`config.mk`:
```
export PLATFORM = sky130hd
export DESIGN_NAME = fetch_unit
export DESIGN_NICKNAME = d
export VERILOG_FILES = /design/src/rtl/fetch_unit_pkg.sv /design/src/rtl/fetch_unit_ifid.sv /design/src/rtl/fetch_unit.sv
export SDC_FILE = /design/constraint.sdc
export NUM_CORES = 1
export LEC_CHECK = 0
export BUFFER_PORTS_ARGS = -buffer_cell sky130_fd_sc_hd__buf_2
export CORE_MARGIN = 4
export CORE_UTILIZATION = 32
export CTS_CLUSTER_SIZE = 30
export DETAILED_ROUTE_END_ITERATION = 12
export PLACE_DENSITY = 0.57
export SLEW_MARGIN = 5
export SYNTH_ARGS = -nofsm -noshare
export SYNTH_HDL_FRONTEND = slang
export SYNTH_HIERARCHICAL = 1
export SYNTH_SLANG_ARGS = --single-unit
```
`constraint.sdc`:
```
create_clock -name clk -period 2.8 [get_ports clk]
set_clock_uncertainty 0.1 [all_clocks]
set_input_delay 0.14 -clock clk [delete_from_list [all_inputs] [get_ports clk]]
set_output_delay 0.14 -clock clk [all_outputs]
set_load 0.01 [all_outputs]
```
`src/rtl/fetch_unit_pkg.sv`:
```
// Shared fetch-stage definitions: PC width, opcode constants, FSM state encoding.
// Optional feature macro FETCH_PERF_EN is consumed by fetch_unit.
package fetch_unit_pkg;

    localparam int unsigned PcW = 16;
    localparam logic [3:0] OpHlt = 4'hF;

    typedef enum logic [1:0] {
        StRun,
        StMiss,
        StDrain,
        StHalt
    } fetch_state_e;

    function automatic logic [PcW-1:0] pc_inc(input logic [PcW-1:0] pc);
        return pc + 16'd2;
    endfunction

endpackage

```
`src/rtl/fetch_unit_ifid.sv`:
```
// IF/ID pipeline latch plus a one-entry skid buffer for data returned during a stall.
module fetch_unit_ifid
    import fetch_unit_pkg::*;
(
    input  logic           clk,
    input  logic           rst,
    input  logic           load,
    input  logic           clear,
    input  logic [PcW-1:0] instr,
    input  logic [PcW-1:0] pc_plus2,
    input  logic           skid_push,
    input  logic           skid_clear,
    input  logic [PcW-1:0] skid_in,
    output logic           if_valid,
    output logic [PcW-1:0] if_instr,
    output logic [PcW-1:0] if_pc_plus2,
    output logic           skid_valid,
    output logic [PcW-1:0] skid_data
);

    logic           valid_q;
    logic [PcW-1:0] instr_q;
    logic [PcW-1:0] pc_plus2_q;
    logic           skid_valid_q;
    logic [PcW-1:0] skid_data_q;

    // Neither load nor clear means hold (stall).
    always_ff @(posedge clk or posedge rst) begin
        if (rst) begin
            valid_q    <= 1'b0;
            instr_q    <= '0;
            pc_plus2_q <= '0;
        end else if (clear) begin
            valid_q <= 1'b0;
        end else if (load) begin
            valid_q    <= 1'b1;
            instr_q    <= instr;
            pc_plus2_q <= pc_plus2;
        end
    end

    always_ff @(posedge clk or posedge rst) begin
        if (rst) begin
            skid_valid_q <= 1'b0;
            skid_data_q  <= '0;
        end else if (skid_clear) begin
            skid_valid_q <= 1'b0;
        end else if (skid_push) begin
            skid_valid_q <= 1'b1;
            skid_data_q  <= skid_in;
        end
    end

    assign if_valid    = valid_q;
    assign if_instr    = instr_q;
    assign if_pc_plus2 = pc_plus2_q;
    assign skid_valid  = skid_valid_q;
    assign skid_data   = skid_data_q;

endmodule

```
`src/rtl/fetch_unit.sv`:
```
// Fetch stage: owns the PC, requests instructions, fills IF/ID, handles redirect/stall/HLT.
// Define FETCH_PERF_EN to add the fetch_cnt / flush_cnt performance counters.
module fetch_unit
    import fetch_unit_pkg::*;
#(
    parameter logic [PcW-1:0] ResetPc   = 16'h0000,
    parameter logic [3:0]     HltOpcode = OpHlt
) (
    input  logic           clk,
    input  logic           rst,
    input  logic           stall,
    input  logic           redirect,
    input  logic [PcW-1:0] redirect_pc,
    output logic           imem_req,
    output logic [PcW-1:0] imem_addr,
    input  logic           imem_rdy,
    input  logic [PcW-1:0] imem_data,
    output logic           if_valid,
    output logic [PcW-1:0] if_instr,
    output logic [PcW-1:0] if_pc_plus2,
    output logic           flush_ifid,
    output logic           halted
`ifdef FETCH_PERF_EN
    ,
    output logic [15:0]    fetch_cnt,
    output logic [15:0]    flush_cnt
`endif
);

    fetch_state_e   state_q, state_d;
    logic [PcW-1:0] pc_q, pc_d;
    logic [PcW-1:0] pend_pc_q, pend_pc_d;
    logic           flush_q;

    logic           ifid_load, ifid_clear, skid_push, skid_clear;
    logic           skid_valid;
    logic [PcW-1:0] skid_data;
    logic [PcW-1:0] load_instr, pc_plus2, target;
    logic           load_is_hlt;

    assign target      = redirect_pc & 16'hFFFE;
    assign pc_plus2    = pc_inc(pc_q);
    assign load_instr  = skid_valid ? skid_data : imem_data;
    assign load_is_hlt = (load_instr[15:12] == HltOpcode);

    always_ff @(posedge clk or posedge rst) begin
        if (rst) begin
            state_q <= StRun;
        end else begin
            state_q <= state_d;
        end
    end

    always_comb begin
        state_d    = state_q;
        pc_d       = pc_q;
        pend_pc_d  = pend_pc_q;
        ifid_load  = 1'b0;
        ifid_clear = 1'b0;
        skid_push  = 1'b0;
        skid_clear = 1'b0;
        unique case (state_q)
            StRun: begin
                if (redirect) begin
                    pc_d       = target;
                    ifid_clear = 1'b1;
                end else if (!stall) begin
                    if (imem_rdy) begin
                        ifid_load = 1'b1;
                        pc_d      = pc_plus2;
                        if (load_is_hlt) state_d = StHalt;
                    end else begin
                        ifid_clear = 1'b1;
                        state_d    = StMiss;
                    end
                end
            end
            StMiss: begin
                if (redirect) begin
                    ifid_clear = 1'b1;
                    skid_clear = 1'b1;
                    // Request still in flight: keep addressing it until it returns.
                    if (!skid_valid && !imem_rdy) begin
                        pend_pc_d = target;
                        state_d   = StDrain;
                    end else begin
                        pc_d    = target;
                        state_d = StRun;
                    end
                end else if (skid_valid || imem_rdy) begin
                    if (!stall) begin
                        ifid_load  = 1'b1;
                        skid_clear = 1'b1;
                        pc_d       = pc_plus2;
                        state_d    = load_is_hlt ? StHalt : StRun;
                    end else if (!skid_valid) begin
                        skid_push = 1'b1;
                    end
                end else if (!stall) begin
                    ifid_clear = 1'b1;
                end
            end
            StDrain: begin
                if (redirect) ifid_clear = 1'b1;
                if (imem_rdy) begin
                    pc_d    = redirect ? target : pend_pc_q;
                    state_d = StRun;
                end else if (redirect) begin
                    pend_pc_d = target;
                end
            end
            StHalt: begin
                if (redirect) begin
                    pc_d       = target;
                    ifid_clear = 1'b1;
                    state_d    = StRun;
                end else if (!stall) begin
                    ifid_clear = 1'b1;
                end
            end
        endcase
    end

    always_comb begin
        imem_req = 1'b0;
        unique case (state_q)
            StRun:   imem_req = ~stall;
            StMiss:  imem_req = ~skid_valid;
            StDrain: imem_req = 1'b1;
            StHalt:  imem_req = 1'b0;
        endcase
    end

    always_ff @(posedge clk or posedge rst) begin
        if (rst) begin
            pc_q      <= ResetPc;
            pend_pc_q <= ResetPc;
            flush_q   <= 1'b0;
        end else begin
            pc_q      <= pc_d;
            pend_pc_q <= pend_pc_d;
            flush_q   <= redirect;
        end
    end

    assign imem_addr  = pc_q;
    assign flush_ifid = flush_q;
    assign halted     = (state_q == StHalt);

    fetch_unit_ifid u_ifid (
        .clk        (clk),
        .rst        (rst),
        .load       (ifid_load),
        .clear      (ifid_clear),
        .instr      (load_instr),
        .pc_plus2   (pc_plus2),
        .skid_push  (skid_push),
        .skid_clear (skid_clear),
        .skid_in    (imem_data),
        .if_valid   (if_valid),
        .if_instr   (if_instr),
        .if_pc_plus2(if_pc_plus2),
        .skid_valid (skid_valid),
        .skid_data  (skid_data)
    );

`ifdef FETCH_PERF_EN
    logic [15:0] fetch_cnt_q, flush_cnt_q;

    always_ff @(posedge clk or posedge rst) begin
        if (rst) begin
            fetch_cnt_q <= '0;
            flush_cnt_q <= '0;
        end else if (state_q != StHalt) begin
            if (ifid_load) fetch_cnt_q <= fetch_cnt_q + 16'd1;
            if (redirect)  flush_cnt_q <= flush_cnt_q + 16'd1;
        end
    end

    assign fetch_cnt = fetch_cnt_q;
    assign flush_cnt = flush_cnt_q;
`endif

endmodule
```
Word level (Yosys, flattened, before mapping)
Index checks and enable logic that the tools add are counted.
{"block": "totals", "out_inout_bits": 52, "inputBits": 37, "elab_cells": 99, "ff_bits": 85}
{"block": "classes", "eq_ne": 17, "bitwise_logic": 4, "addsub": 1, "muxes": 55, "n_reduce_logical": 13}
{"op": "two-way mux 16 bit", "n": 14}
{"op": "one-hot mux 16 bit (4 select lines)", "n": 1}
{"op": "one-hot mux 16 bit (2 select lines)", "n": 1}
{"op": "two-way mux 1 bit", "n": 24}
{"op": "two-way mux 2 bit", "n": 11}
{"op": "inequality test 3 bit, second input constant", "n": 6}
{"op": "adder 16 x 2 -> 16 bit, second input constant", "n": 1}
{"op": "inequality test 2 bit, second input constant", "n": 7}
{"op": "AND reduction 7 bit", "n": 2}
{"op": "one-hot mux 1 bit (4 select lines)", "n": 2}
{"op": "one-hot mux 2 bit (4 select lines)", "n": 1}
{"op": "nonzero test 2 bit", "n": 3}
{"op": "equality test 2 bit, second input constant", "n": 2}
{"op": "equality test 4 bit, second input constant", "n": 1}
{"op": "NOT 1 bit", "n": 4}
{"op": "AND reduction 2 bit", "n": 2}
{"op": "AND reduction 4 bit", "n": 1}
{"op": "equality test 2 x 1 -> 1 bit, second input constant", "n": 1}
{"op": "zero test 1 bit", "n": 2}
{"op": "zero test 2 bit", "n": 1}
{"op": "one-hot mux 1 bit (2 select lines)", "n": 1}
{"op": "logical AND 1 bit", "n": 1}
{"op": "logical OR 1 bit", "n": 1}

Logic depth before layout (Yosys ltp)
Gate-level depths: netlist of the first run.
{"block": "logic_depth", "ltp_word": 7, "ltp_mapped": 10, "depth_no_buf": 6}

Hierarchy
Netlist of the first run, hierarchy kept.
{"module": "fetch_unit", "seq_area_each_um2": 875.8, "instances": 1, "area_per_inst_um2": 2533.7, "cells_per_inst": 273}
{"module": "fetch_unit_ifid", "seq_area_each_um2": 1251.2, "instances": 1, "area_per_inst_um2": 2090.8, "cells_per_inst": 111}

Worst setup path before layout of the first run
Ideal clock, no wire load.
{"block": "synth_timing", "kind": "register to register", "from": "register state_q[1]", "to": "register u_ifid.skid_data_q[0] (netlist: u_ifid/skid_data[0])", "period_less_slack_ps": 2245, "required_ps": 2575, "path_slack_ps": 555, "path_buffers": 4, "arrival_time_ps": 2020, "path_stages_with_launch": 9, "setup_time_ps": 125, "cell_sequence": "dfrtp_1 > buf_4 > or2_2 > buf_2 > nor4_1 > nor2b_4 > buf_6 > buf_12 > mux2_4"}
{"block": "synth_between", "elab_cells_between_ends": 5, "cone_classes": "eq/ne (1); mux (2); bitwise (1); reduce/logical (1)"}
{"element": "start: declaration", "line_no": "fetch_unit.sv:30", "rtl": "fetch_state_e state_q, state_d;"}
{"element": "start signal: assignment", "line_no": "fetch_unit.sv:48", "rtl": "state_q <= StRun;"}
{"element": "start signal: assignment", "line_no": "fetch_unit.sv:50", "rtl": "state_q <= state_d;"}
{"element": "equality test 2 x 1 -> 1 bit", "line_no": "fetch_unit.sv:62", "rtl": "unique case (state_q)"}
{"element": "two-way mux 1 bit", "line_no": "fetch_unit.sv:62"}
{"element": "via skid_push", "line_no": "fetch_unit.sv:35", "rtl": "logic ifid_load, ifid_clear, skid_push, skid_clear;"}
{"element": "AND reduction 2 bit (no source line)"}
{"element": "end signal: assignment", "line_no": "fetch_unit_ifid.sv:50", "rtl": "skid_data_q <= skid_in;"}
{"element": "end: declaration", "line_no": "fetch_unit_ifid.sv:25", "rtl": "logic [PcW-1:0] skid_data_q;"}
The timed path passes the listed nets, and every way through them passes these cells.
A chain may end at the register's enable or synchronous reset.

Worst setup path after layout of the first run
{"block": "layout_timing", "from": "register state_q[0]", "to": "register u_ifid.instr_q[14] (netlist: u_ifid/if_instr[14])"}
{"block": "layout_between", "elab_cells_between_ends": 8, "cone_classes": "eq/ne (3); mux (2); bitwise (1); reduce/logical (2)"}
{"element": "equality test 2 x 1 -> 1 bit or zero test 2 bit (tied branches)", "line_no": "fetch_unit.sv:62"}
{"element": "one-hot mux 1 bit (2 select lines) (*)", "line_no": "fetch_unit.sv:62"}
{"element": "via ifid_load", "line_no": "fetch_unit.sv:35"}
{"element": "AND reduction 2 bit (no source line) (*)"}
{"element": "end signal: assignment", "line_no": "fetch_unit_ifid.sv:37", "rtl": "instr_q <= instr;"}
{"element": "end: declaration", "line_no": "fetch_unit_ifid.sv:22", "rtl": "logic [PcW-1:0] instr_q;"}
Mark *: on every way through the listed nets, which the timed path passes. The rest lies on a longest branch.

==> results.py, run 1 <==
metrics = {
    "status": {
        "status": "completed",
    },
    "floorplan": {
        "initial_utilization_pct": 32.9,
        "rows": 43,
        "core-area_um2": 14000,
        "fp.dieArea_um2": 16400,
        "die_h_um": 128,
        "die_w_um": 128,
        "io_pins": 89,
    },
    "route": {
        "wl_um": 11500,
        "drcViolationCount": 0,
        "drt_iter0_markers": 227,
        "wl_per_cell_um": 16.8,
        "routed_via_density": 5.06,
        "ant_nets": 0,
        "vias": 3480,
        "firstDrtPassIters": 4,
    },
    "placement": {
        "placed_cell_area_um2": 5200,
        "portBuffers": 87,
        "place_ws_ns": 0.432,
        "hpwl_um": 8300,
        "gp_congestion": 0.793,
    },
    "timing": {
        "max_freq_ghz": 0.421,
        "hold_viol": 0,
        "setup-violations-final": 0,
        "timing.slew.headroom_pct": 57.8,
        "rsz0062_at_grt": "false",
        "fin_crit_sh_pct": 84.9,
        "setup_slack_ns": 0.422,
        "fin_setup_tns_ns": 0,
        "post-route-min-period_ns": 2.38,
        "worst_pin_slew_ns": 0.632,
        "slew_viol_final": 0,
    },
    "yosys": {
        "yosys-top-cells-area": "dfrtp_1 (46%), mux2_4 (13%), mux2_2 (10%)",
        "async_reset_ff_share_pct": 100,
        "ys.flop_type": "dfrtp_1",
        "netlist_area_um2": 4620,
        "synth_top_area_cell": "dfrtp_1",
        "yosysUniqueCellTypes": 50,
        "yosysSeqAreaShare_pct": 46.0,
        "synth_cells": 384,
        "yosys_warnings": 6,
        "yosys.area.top_type_share_pct": 46.0,
        "syn_avg_cell_area_um2": 12.0,
        "ys_ff_latch": 85,
        "synth_edf_count": 0,
        "syn_nets": 422,
    },
    "layout": {
        "antenna_cells": 0,
        "drive_above_1_share_pct": 41.7,
        "layout_commonest_cell": "buf_2",
        "area_delta_synth_final_pct": 26.2,
        "fill_cells": 1332,
        "layout_common_cells": "buf_2 (87), dfrtp_1 (85), mux2_2 (42)",
        "nets": 542,
        "fin_area_um2": 5840,
    },
    "power_and_ir_drop": {
        "vdd_drop_max_v": 0.000275,
        "cellPowerDensity_nw_per_um2": 810,
        "p_leak_nw": 2.65,
        "p_total_w": 0.00473,
    },
    "clock_network": {
        "cts_setup_buffers": 0,
        "clock_latency_ns": 0.34,
        "clk_root_buffer_cell": "clkbuf_16",
        "clkTransAtPathRegs_ns": 0.06,
        "ctsResizeCount": 0,
        "h-tree-depth": 3,
        "cts_tree": "yes",
        "numCtsBuffers": 9,
        "hold_buffers": 32,
        "clock-sinks": 85,
        "cts_buffer_depth": 2,
    },
    "worst_setup_path": {
        "max_stage_delay_ns": 0.68,
        "crit_path_end_kind": "flip-flop",
        "cp_max_fo": 18,
        "crit_arrival_ns": 2.51,
        "path_class": "flip-flop to flip-flop",
        "crit_chain": "nor2_1, a22oi_1, nand3_1, inv_1, nor2b_4, buf_4, mux2_2",
        "start_kind": "flip-flop",
        "cp.required_ns": 2.93,
        "cp.buffers_inverters": 2,
        "crit_slowest_cell": "dfrtp_1",
        "crit_family": "flip-flops",
    },
    "global_route": {
        "grt_pass1_wl_um": 19000,
        "grt_pass1_vias": 3673,
        "track_usage_pct": 14.5,
        "antenna_found_initial": 0,
        "grt-ovfl-total": 0,
        "grt_max_degree": 36,
    },
    "job": {
        "drv_cap": 0,
    },
    "min_path": {
        "hold_path_class": "input pin to flip-flop",
    },
}
[registers in the layout (all words and copies together) (netlist names)]
register and count:
u_ifid/if_instr 16, u_ifid/if_valid 1, imem_addr 16, pend_pc_q 16, flush_ifid 1, u_ifid/skid_data 16, u_ifid/if_pc_plus2 16, state_q 2
u_ifid/skid_valid 1
[per-stage QoR]
| stage | instances | util [%] | hold WS [ns] |
|---|---|---|---|
| floorplan | 384 | - | 0.0714 |
| global placement | 641 | 37.0 | 0.174 |
| detailed placement | 641 | 37.0 | 0.173 |
| CTS | 688 | 41.6 | 0.0370 |
| global route | 688 | 41.6 | 0.0668 |
| finish | 688 | 41.6 | 0.0565 |
[power by group]
group	internal, W	switching, W	total (W)
Combinational	0.000850	0.000637	0.00149
Clock	0.000795	0.000474	0.00127
Sequential	0.00164	0.000330	0.00197
Total	0.00329	0.00144	0.00473
[kinds of logic (layout without fill, tap and decap cells)]
kind of cell | Yosys count | count (layout) | share of synthesized area, %
adder cells (fa/ha/maj) | 1 | 1 | 0.271
AO/OA/AOI/OAI | 74 | 74 | 11.6
buffers and inverters | 37 | 161 | 5.19
multiplexers | 83 | 83 | 23.4
XOR/XNOR | 11 | 11 | 2.08
AND/OR/NAND/NOR | 93 | 93 | 11.4
flip-flops | 85 | 85 | 46.0
[metal layers]
layer | up-vias | share of wire [%] | GRT usage (%)
li1 | 1647 | - | -
met1 | 1715 | 46 | 18.9
met2 | 99 | 47 | 23.2
met3 | 19 | 5.0 | 3.08
met4 | 0 | 2.0 | 6.43
met5 | - | 0 | 0
[Yosys cell counts (2+ instances only)]
cell type and number:
a211o_1 2, a21oi_1 4, a221oi_1 5, a222oi_1 2
a22o_1 6, a31oi_1 2, and2_1 7, buf_1 2
buf_12 4, buf_2 8, buf_4 3, buf_6 2
clkbuf_1 6, dfrtp_1 85, inv_1 12, mux2_2 42
mux2_4 40, nand2_1 12, nand2b_1 7, nand3_1 6
nand3_2 2, nand4_1 3, nand4_4 2, nor2_1 25
nor2b_1 5, nor2b_4 2, nor3_1 11, nor3b_1 2
nor4_1 3, o211ai_1 6, o21a_1 3, o21ai_0 18
o221ai_1 2, o22a_1 2, o22ai_1 5, o2bb2ai_1 4
o311ai_1 2, o31ai_1 5, o32ai_1 2, or2_2 4
xnor2_1 6, xor2_1 5
[worst paths after layout]
kind / startpoint / endpoint / slack, ns / depth (start not counted)
max: state_q[0] / u_ifid/if_instr[14] / 0.42 / 7
min: redirect / state_q[0] / 0.06 / 2
max reg2reg: state_q[0] / u_ifid/if_instr[14] / 0.42 / 7
min reg2reg: pend_pc_q[0] / pend_pc_q[0] / 0.39 / 1
max in group asynchronous: rst / u_ifid/if_instr[10] / 1.61 / 4
min in group asynchronous: rst / u_ifid/if_instr[2] / 0.33 / 3
[final cells by class]
class	count	area (um2)	share of cell area [%]
clock buffer	10	239	4.09
clock inverter	5	75.1	1.29
inverter	12	45.0	0.772
multi-input combinational	262	2260	38.7
sequential	85	2130	36.4
tap	180	225	3.86
timing repair buffer	134	868	14.9
(Power assumes the default switching activity.)
==> inputs of run 2 (changes only) <==
Settings changed: PLACE_DENSITY 0.57 to 0.59.
Clock period 2.8 ns to 2.02 ns, I/O delays scaled along.
==> run 2 against run 1 <==
Effect of this change:
- the flow now finishes with violations (setup timing)
- total power grew 39%
- die area is the same
- critical path depth grew 1
- non-clock buffer count grew 38
- sequential power grew 35%
- cell area grew 7.1%
- first-iteration DRC count shrank 7.0%
- final cell count grew 5.7%
- sequential share of layout area shrank 2.4 points
- core utilization grew 2.9 points
- clock power grew 24%
- combinational power grew 58%
- critical path type unchanged
- critical endpoint is now u_ifid/if_instr[0]
==> results.py, run 2 (synthesized netlist as in run 1, its figures left out) <==
metrics = {
    "floorplan": {
        "core-area_um2": 14000,
        "initial_utilization_pct": 32.9,
        "rows": 43,
        "die_h_um": 128,
        "die_w_um": 128,
        "io_pins": 89,
        "fp.dieArea_um2": 16400,
    },
    "timing": {
        "slew_viol_final": 0,
        "max_freq_ghz": 0.494,
        "setup-violations-final": 7,
        "rsz0062_at_grt": "true",
        "fin_setup_tns_ns": -0.0148,
        "hold_viol": 0,
        "setup_slack_ns": -0.00425,
        "post-route-min-period_ns": 2.02,
        "hold_ws_ns": 0.110,
        "timing.slew.headroom_pct": 58.2,
        "fin_crit_sh_pct": 100,
        "worst_pin_slew_ns": 0.627,
    },
    "status": {
        "status": "finished, violations left",
        "violations": "setup timing",
    },
    "worst_setup_path": {
        "crit_slowest_cell": "dfrtp_1",
        "crit_family": "buffers and inverters",
        "start_kind": "flip-flop",
        "crit_path_end_kind": "flip-flop",
        "cp.required_ns": 2.15,
        "max_stage_delay_ns": 0.41,
        "path_class": "flip-flop to flip-flop",
        "crit_arrival_ns": 2.15,
        "cp.buffers_inverters": 3,
        "cp_common_cell": "nor2b_4",
        "crit_chain": "buf_6, nor2b_4, o21ai_4, nand3_4, inv_2, nor2b_4, bufbuf_16, mux2_4",
        "cp_max_fo": 7,
    },
    "power_and_ir_drop": {
        "cellPowerDensity_nw_per_um2": 1060,
        "p_leak_nw": 2.86,
        "vdd_drop_max_v": 0.000419,
    },
    "clock_network": {
        "clk_root_buffer_cell": "clkbuf_16",
        "clock-sinks": 85,
        "clock_latency_ns": 0.34,
        "clkTransAtPathRegs_ns": 0.06,
        "cts_buffer_depth": 2,
        "cts_tree": "yes",
        "h-tree-depth": 3,
        "numCtsBuffers": 9,
    },
    "placement": {
        "place_ws_ns": -0.0519,
        "gp_congestion": 0.820,
        "hpwl_um": 8780,
        "portBuffers": 87,
    },
    "route": {
        "wl_um": 12100,
        "firstDrtPassIters": 8,
        "vias": 3594,
        "drt_iter0_markers": 211,
        "drcViolationCount": 0,
        "ant_nets": 0,
        "wl_per_cell_um": 16.7,
        "routed_via_density": 4.94,
    },
    "global_route": {
        "grt_pass1_wl_um": 19600,
        "grt_pass1_vias": 3798,
        "antenna_found_initial": 0,
        "grt-ovfl-total": 0,
        "grt_max_degree": 51,
        "track_usage_pct": 15.2,
    },
    "layout": {
        "nets": 580,
        "layout_common_cells": "buf_2 (87), dfrtp_1 (84), buf_4 (45)",
        "drive_above_1_share_pct": 47.2,
        "layout_commonest_cell": "buf_2",
        "area_delta_synth_final_pct": 35.1,
        "fill_cells": 1298,
        "antenna_cells": 0,
    },
    "min_path": {
        "hold_path_class": "input pin to flip-flop",
    },
    "job": {
        "drv_cap": 0,
    },
}
## run 2: cell count changes in the layout (fill, tap and decap cells not counted), sizes merged
| cell | previous run | this run |
|---|---|---|
| clkbuf | 10 | 15 |
| bufinv | 2 | 0 |
| clkinv | 3 | 1 |
| buf | 102 | 139 |
| bufbuf | 0 | 1 |
## run 2: cell type report
class | count | area (um2) | share of cell area (%)
Clock inverter | 1 | 5.00 | 0.0801
Timing Repair Buffer | 172 | 1230 | 19.7
Sequential cell | 85 | 2130 | 34.1
Clock buffer | 15 | 278 | 4.44
Tap cell | 180 | 225 | 3.60
Inverter | 12 | 45.0 | 0.721
Multi-Input combinational cell | 262 | 2340 | 37.4
## run 2: metal layers
metal / share of wire [%] / track usage [%] / up-vias
li1: - / - / 1721
met1: 43 / 18.4 / 1754
met2: 50 / 26.4 / 102
met3: 4.9 / 3.08 / 17
met4: 2.0 / 5.87 / 0
met5: 0 / 0 / -
## run 2: stage by stage
stage	util, %	cells	area [um2]	power (W)
2_1_floorplan	-	384	4710	0.00408
5_1_grt	44.5	727	6250	0.00698
6_report	44.5	727	6250	0.00659
4_1_cts	44.4	726	6230	0.00666
3_5_place_dp	39.5	674	5550	0.00497
3_3_place_gp	39.5	674	5550	0.00490
## run 2: worst register-to-register path: stages, from the launching register on
cell and delay (ns):
dfrtp_1 0.41, buf_6 0.15, nor2b_4 0.13, o21ai_4 0.18, nand3_4 0.08, inv_2 0.07
nor2b_4 0.19, bufbuf_16 0.30, mux2_4 0.29
## run 2: repair_timing
| item | 4_1_cts | 5_1_grt |
|---|---|---|
| gates resized for setup | 5 | 4 |
| buffers inserted | 3 | 2 |
| pin swaps | 1 | 2 |
| setup endpoints to repair | 24 | 24 |
| gates cloned | 1 | 0 |
| hold buffers | 32 | 0 |
| hold endpoints to repair | 116 | 0 |
## run 2: final timing paths
check                              from                 end  slack (ns)  cells after the start
hold / removal                    stall          state_q[0]        0.11                      4
setup / recovery             state_q[1]  u_ifid/if_instr[0]      -0.004                      8
setup reg to reg             state_q[1]  u_ifid/if_instr[0]      -0.004                      8
min in group asynchronous           rst       imem_addr[13]        0.34                      4
max in group asynchronous           rst   u_ifid/skid_valid        1.00                      4
hold reg to reg            pend_pc_q[0]        pend_pc_q[0]        0.39                      1
## run 2: power breakdown
group | switching [W] | internal [W]
Combinational | 0.00102 | 0.00133
Sequential | 0.000378 | 0.00228
Clock | 0.000651 | 0.000934
Total | 0.00205 | 0.00454
